==> src/rtl/tmr_pkg.sv <==
// ---------------------------------------------------------------------------
// tmr_pkg : channel indices and voting helpers shared by the TMR voter
// Rev 1.0
// ---------------------------------------------------------------------------
`default_nettype none

package tmr_pkg;

  localparam int CH_A = 0;
  localparam int CH_B = 1;
  localparam int CH_C = 2;

  // Widest channel the helpers accept; callers size-cast in and out.
  localparam int MAX_W = 64;

  function automatic logic [MAX_W-1:0] maj3(input logic [MAX_W-1:0] x,
                                            input logic [MAX_W-1:0] y,
                                            input logic [MAX_W-1:0] z);
    return (x & y) | (y & z) | (z & x);
  endfunction

  function automatic logic [1:0] popcount3(input logic [2:0] v);
    return {1'b0, v[0]} + {1'b0, v[1]} + {1'b0, v[2]};
  endfunction

endpackage

`default_nettype wire

==> src/rtl/tmr_chan_monitor.sv <==
// ---------------------------------------------------------------------------
// tmr_chan_monitor : per-channel mismatch run tracker, error counter, fault
// Rev 1.0
// ---------------------------------------------------------------------------
`default_nettype none

module tmr_chan_monitor
  import tmr_pkg::*;
#(
  parameter int CNT_W        = 8,
  parameter int FAULT_THRESH = 3
) (
  input  logic             clk,
  input  logic             rst,
  input  logic             valid,
  input  logic             mm,
  input  logic             clr,
  output logic             fault,
  output logic [CNT_W-1:0] err_cnt
);

  localparam logic [3:0]       c_thresh  = 4'(FAULT_THRESH);
  localparam logic [CNT_W-1:0] c_err_max = {CNT_W{1'b1}};

  logic [3:0]       r_run;
  logic [CNT_W-1:0] r_err;
  logic             r_fault;
  logic [3:0]       w_run_inc;

  assign w_run_inc = (r_run == c_thresh) ? r_run : r_run + 4'd1;

  // clr outranks a coincident sample; gaps (valid=0) leave the run intact.
  always_ff @(posedge clk) begin
    if (rst || clr) begin
      r_run   <= '0;
      r_err   <= '0;
      r_fault <= 1'b0;
    end else if (valid) begin
      if (mm) begin
        r_run <= w_run_inc;
        if (r_err != c_err_max) begin
          r_err <= r_err + 1'b1;
        end
        if (w_run_inc == c_thresh) begin
          r_fault <= 1'b1;
        end
      end else begin
        r_run <= '0;
      end
    end
  end

  assign fault   = r_fault;
  assign err_cnt = r_err;

endmodule

`default_nettype wire

==> src/rtl/tmr_vote_reg.sv <==
// ---------------------------------------------------------------------------
// tmr_vote_reg : registered TMR majority voter with fault masking
// Rev 1.0
// ---------------------------------------------------------------------------
`default_nettype none

module tmr_vote_reg
  import tmr_pkg::*;
#(
  parameter int W            = 4,
  parameter int CNT_W        = 8,
  parameter int FAULT_THRESH = 3
) (
  input  logic               clk,
  input  logic               rst,
  input  logic               in_valid,
  input  logic [W-1:0]       a,
  input  logic [W-1:0]       b,
  input  logic [W-1:0]       c,
  input  logic               clr_fault,
  output logic               out_valid,
  output logic [W-1:0]       y,
  output logic [2:0]         mismatch,
  output logic               uncorrectable,
  output logic [2:0]         fault,
  output logic [3*CNT_W-1:0] err_cnt
);

  logic [W-1:0] w_ch [3];
  logic [W-1:0] w_m;
  logic [2:0]   w_mm;
  logic [2:0]   w_fault;
  logic [W-1:0] w_y_next;
  logic         w_unc_next;

  logic         r_out_valid;
  logic [W-1:0] r_y;
  logic [2:0]   r_mismatch;
  logic         r_unc;

  assign w_ch[CH_A] = a;
  assign w_ch[CH_B] = b;
  assign w_ch[CH_C] = c;

  assign w_m = W'(maj3(MAX_W'(a), MAX_W'(b), MAX_W'(c)));

  generate
    for (genvar k = 0; k < 3; k++) begin : g_chan
      // Faulty channels stay monitored against the unmasked majority.
      assign w_mm[k] = (w_ch[k] != w_m);

      tmr_chan_monitor #(
        .CNT_W        (CNT_W),
        .FAULT_THRESH (FAULT_THRESH)
      ) u_mon (
        .clk     (clk),
        .rst     (rst),
        .valid   (in_valid),
        .mm      (w_mm[k]),
        .clr     (clr_fault),
        .fault   (w_fault[k]),
        .err_cnt (err_cnt[k*CNT_W +: CNT_W])
      );
    end
  endgenerate

  // The vote uses the fault mask as it stood before this edge.
  always_comb begin
    w_y_next   = r_y;
    w_unc_next = 1'b1;
    case (w_fault)
      3'b000: begin
        w_y_next   = w_m;
        w_unc_next = (popcount3(w_mm) >= 2'd2);
      end
      3'b001: begin
        if (b == c) begin
          w_y_next   = b;
          w_unc_next = 1'b0;
        end
      end
      3'b010: begin
        if (a == c) begin
          w_y_next   = a;
          w_unc_next = 1'b0;
        end
      end
      3'b100: begin
        if (a == b) begin
          w_y_next   = a;
          w_unc_next = 1'b0;
        end
      end
      3'b011:  w_y_next = c;
      3'b101:  w_y_next = b;
      3'b110:  w_y_next = a;
      default: w_y_next = r_y;
    endcase
  end

  always_ff @(posedge clk) begin
    if (rst) begin
      r_out_valid <= 1'b0;
      r_y         <= '0;
      r_mismatch  <= '0;
      r_unc       <= 1'b0;
    end else begin
      r_out_valid <= in_valid;
      if (in_valid) begin
        r_y        <= w_y_next;
        r_mismatch <= w_mm;
        r_unc      <= w_unc_next;
      end
    end
  end

  assign out_valid     = r_out_valid;
  assign y             = r_y;
  assign mismatch      = r_mismatch;
  assign uncorrectable = r_unc;
  assign fault         = w_fault;

endmodule

`default_nettype wire

==> config.mk <==
export PLATFORM = sky130hd
export DESIGN_NAME = tmr_vote_reg
export DESIGN_NICKNAME = d
export VERILOG_FILES = /design/src/rtl/tmr_pkg.sv /design/src/rtl/tmr_chan_monitor.sv /design/src/rtl/tmr_vote_reg.sv
export SDC_FILE = /design/constraint.sdc
export NUM_CORES = 1
export LEC_CHECK = 0
export CORE_MARGIN = 2
export CORE_UTILIZATION = 55
export CTS_BUF_LIST = sky130_fd_sc_hd__clkbuf_8
export CTS_CLUSTER_SIZE = 25
export DETAILED_ROUTE_END_ITERATION = 16
export GPL_ROUTABILITY_DRIVEN = 0
export PLACE_DENSITY = 0.91
export SYNTH_ARGS = -nofsm -noshare
export SYNTH_HDL_FRONTEND = slang
export SYNTH_SLANG_ARGS = --single-unit
export TNS_END_PERCENT = 1
==> constraint.sdc <==
create_clock -name clk -period 3.42 [get_ports clk]
set_clock_uncertainty 0.15 [all_clocks]
set_input_delay 0.855 -clock clk [delete_from_list [all_inputs] [get_ports clk]]
set_output_delay 0.855 -clock clk [all_outputs]
set_load 0.005 [all_outputs]
==> reports/results.ini <==
[synthesis]
synth_area_leaders=dfxtp_1 (32%), ha_1 (7.9%), a21oi_1 (4.1%)
yosys.area.top_type_share_pct=31.9
synth_fp_nets=401
yosysSeqAreaShare_pct=31.9
synthArstFlopShare_pct=0
synth_top_cell_by_area=dfxtp_1
syn_area_sq_um=3020
synth-edff-count=0
yosys_warnings=0
ys_ff_latch=48
synth_area_per_cell_sq_um=8.24
ys_dominant_reg_cell=dfxtp_1
ys_types=49
synth_cells=366

[grt]
grt_overflow_total=0
grtUsageTotal_pct=25.6
grt_pass1_vias=2962
grt_max_degree=34
antenna_found_initial=0
grt_pass1_wl_mm=12.8

[run]
maxCapViolations=0

[place]
place_ws_ns=0.0227
port_buffers=51
place_area_sq_um=3730
dpl.hpwl_mm=5.63

[outcome]
outcome=finished, final reports clean

[timing]
rsz0062_at_grt=no
clock.fmax_mhz=322
slew_headroom_pct=64.2
worst_slew_pin_slew_ns=0.535
fin_tns_setup_ns=0
hold_viol=0
finalCriticalPeriod_ns=3.11
drv_slew=0
fin_crit_sh_pct=90.8
setup_viol=0
fin_ws_ns=0.314

[cts]
cts_tree=built
path_clk_slew_ns=0.08
htree_levels=2
clock_path_buffers=2
postCtsSetupRepairBufs=0
cts_made_buffers=5
cts_hold_buf=0
cts_num_sinks=48
cts_resized=0
clock_latency_ns=0.30
cts-root-buf=clkbuf_8

[drt]
wirelength_mm=7.64
ant_nets=0
drcViolationCount=0
drt_iter0_markers=227
vias_per_cell=6.06
wl_per_cell_um=15.3
dr.pass1.iters=4
vias=3031

[setup_path]
crit_required_ns=3.45
path_cells=clkdlybuf4s50_1, ha_1, nor3_2, buf_4, xnor2_1, or4_1, nand4b_1, a31oi_1
endpoint_kind=flip-flop
crit_fanout=8
crit_arrival_ns=3.13
cpMaxStageDelayCell=or4_1
worst_setup_path_start_kind=primary input
slowest_delay_ns=0.70
critPathKind=in2reg

[floorplanning]
initial_utilization_pct=57.9
coreArea_sq_um=5200
io_pins=52
die_h_um=78.0
die_area_sq_um=6090
rows=26
die_x_um=78.0

[cells_and_area]
nFillCells=408
area_delta_synth_final_pct=26.8
layout_common_cells=clkdlybuf4s50_1 (51), dfxtp_1 (48), buf_4 (28)
antenna_cells=0
layout.nets=465
final_layout_size_suffix_gt1_share_pct=14.0
multi_input_area_sq_um=1900
design_area_sq_um=3820
ff_latch_area_sq_um=961
final_common_cell=clkdlybuf4s50_1

[power]
max-vdd-ir-drop_v=0.000343
p_leak_nw=1.38
p_per_area_nw_per_um2=314

[min_path]
hold_path.class=reg2reg

[area by class of cell]
| type | instances | share of cell area [%] |
|---|---|---|
| inverters | 11 | 1.08 |
| well taps | 70 | 2.29 |
| clock buffers | 7 | 2.52 |
| multi-input cells | 284 | 49.6 |
| repair buffers | 80 | 19.4 |
| flip-flops and latches | 48 | 25.1 |
[path summary, 6_finish.rpt]
kind / startpoint / to / slack (ns) / depth (start not counted)
setup reg to reg: g_chan[0].u_mon.err_cnt[0] / g_chan[0].u_mon.err_cnt[5] / 1.30 / 6
hold / removal: mismatch[0] / mismatch[0] / 0.34 / 2
setup / recovery: b[1] / g_chan[1].u_mon.r_run[1] / 0.31 / 8
hold reg to reg: mismatch[0] / mismatch[0] / 0.34 / 2
[logic make-up (layout without fill, tap and decap cells)]
family / count (synthesis) / in the layout / share of synthesized area [%]
AOI/OAI and AO/OA: 94 / 94 / 20.1
DFF: 48 / 48 / 31.9
xor gates and xnor gates: 12 / 12 / 3.49
muxes: 5 / 5 / 1.66
and+or+nand+nor: 154 / 154 / 29.8
buffers and inverters: 34 / 98 / 5.23
adders and majority gates: 19 / 19 / 7.88
[routing by layer]
| metal | vias up | wire [um] | GRT usage (%) |
|---|---|---|---|
| met1 | 1412 | 3270 | 31.0 |
| li1 | 1494 | - | - |
| met2 | 105 | 3750 | 45.9 |
| met4 | 0 | 223 | 9.47 |
| met3 | 20 | 398 | 3.91 |
| met5 | - | 0 | 0 |
[state kept, by name, indices dropped and copies added, names as in the netlist]
| signal | count |
|---|---|
| out_valid | 1 |
| g_chan.u_mon.err_cnt | 24 |
| mismatch | 3 |
| g_chan.u_mon.fault | 3 |
| y | 4 |
| g_chan.u_mon.r_run | 12 |
| uncorrectable | 1 |
[worst max-delay path: cells and delay by family]
family / cells / cell delay, ns
AO/OA/AOI/OAI: 1 / 0.09
XOR/XNOR: 1 / 0.11
adder cells (fa/ha/maj): 1 / 0.23
buffers and inverters: 2 / 0.66
AND/OR/NAND/NOR: 3 / 1.19
[where the power goes]
| part | internal [mW] | total [mW] | switching, mW |
|---|---|---|---|
| clock network | 0.180 | 0.360 | 0.180 |
| logic | 0.125 | 0.254 | 0.129 |
| registers | 0.573 | 0.586 | 0.0127 |
[Yosys cell counts (2+ instances only)]
| cell | n |
|---|---|
| a22oi_1 | 4 |
| dfxtp_1 | 48 |
| nand3_1 | 25 |
| a21oi_1 | 25 |
| nor3_2 | 4 |
| mux2i_1 | 5 |
| nor2_1 | 25 |
| nand2_1 | 24 |
| o21a_1 | 2 |
| nor3_1 | 7 |
| o31ai_1 | 5 |
| inv_1 | 9 |
| o21ai_0 | 19 |
| clkbuf_1 | 13 |
| nand2b_1 | 6 |
| o31a_1 | 2 |
| or3_1 | 9 |
| a221o_1 | 3 |
| nor4_1 | 4 |
| a211oi_1 | 5 |
| nand4_1 | 5 |
| buf_4 | 5 |
| buf_2 | 3 |
| or3_2 | 5 |
| nor4_4 | 3 |
| inv_2 | 2 |
| xnor2_1 | 12 |
| a31o_2 | 5 |
| ha_1 | 19 |
| or4_1 | 6 |
| or4_2 | 3 |
| and4_1 | 2 |
| o221ai_1 | 4 |
| nor2b_1 | 5 |
| and3_1 | 11 |
| nand3b_1 | 6 |
| o22ai_1 | 4 |
| a31oi_1 | 11 |
[metrics by stage]
step | utilization [%] | hold WS (ns) | cells | power [mW]
after CTS | 73.5 | 0.343 | 500 | 1.21
after global routing | 73.5 | 0.370 | 500 | 1.25
after detailed placement | 71.6 | 0.331 | 493 | 0.851
after global placement | 71.6 | 0.317 | 493 | 0.840
after floorplan | - | 0.308 | 366 | 0.739
final | 73.5 | 0.344 | 500 | 1.20
Power figures use the tool's default switching activity.
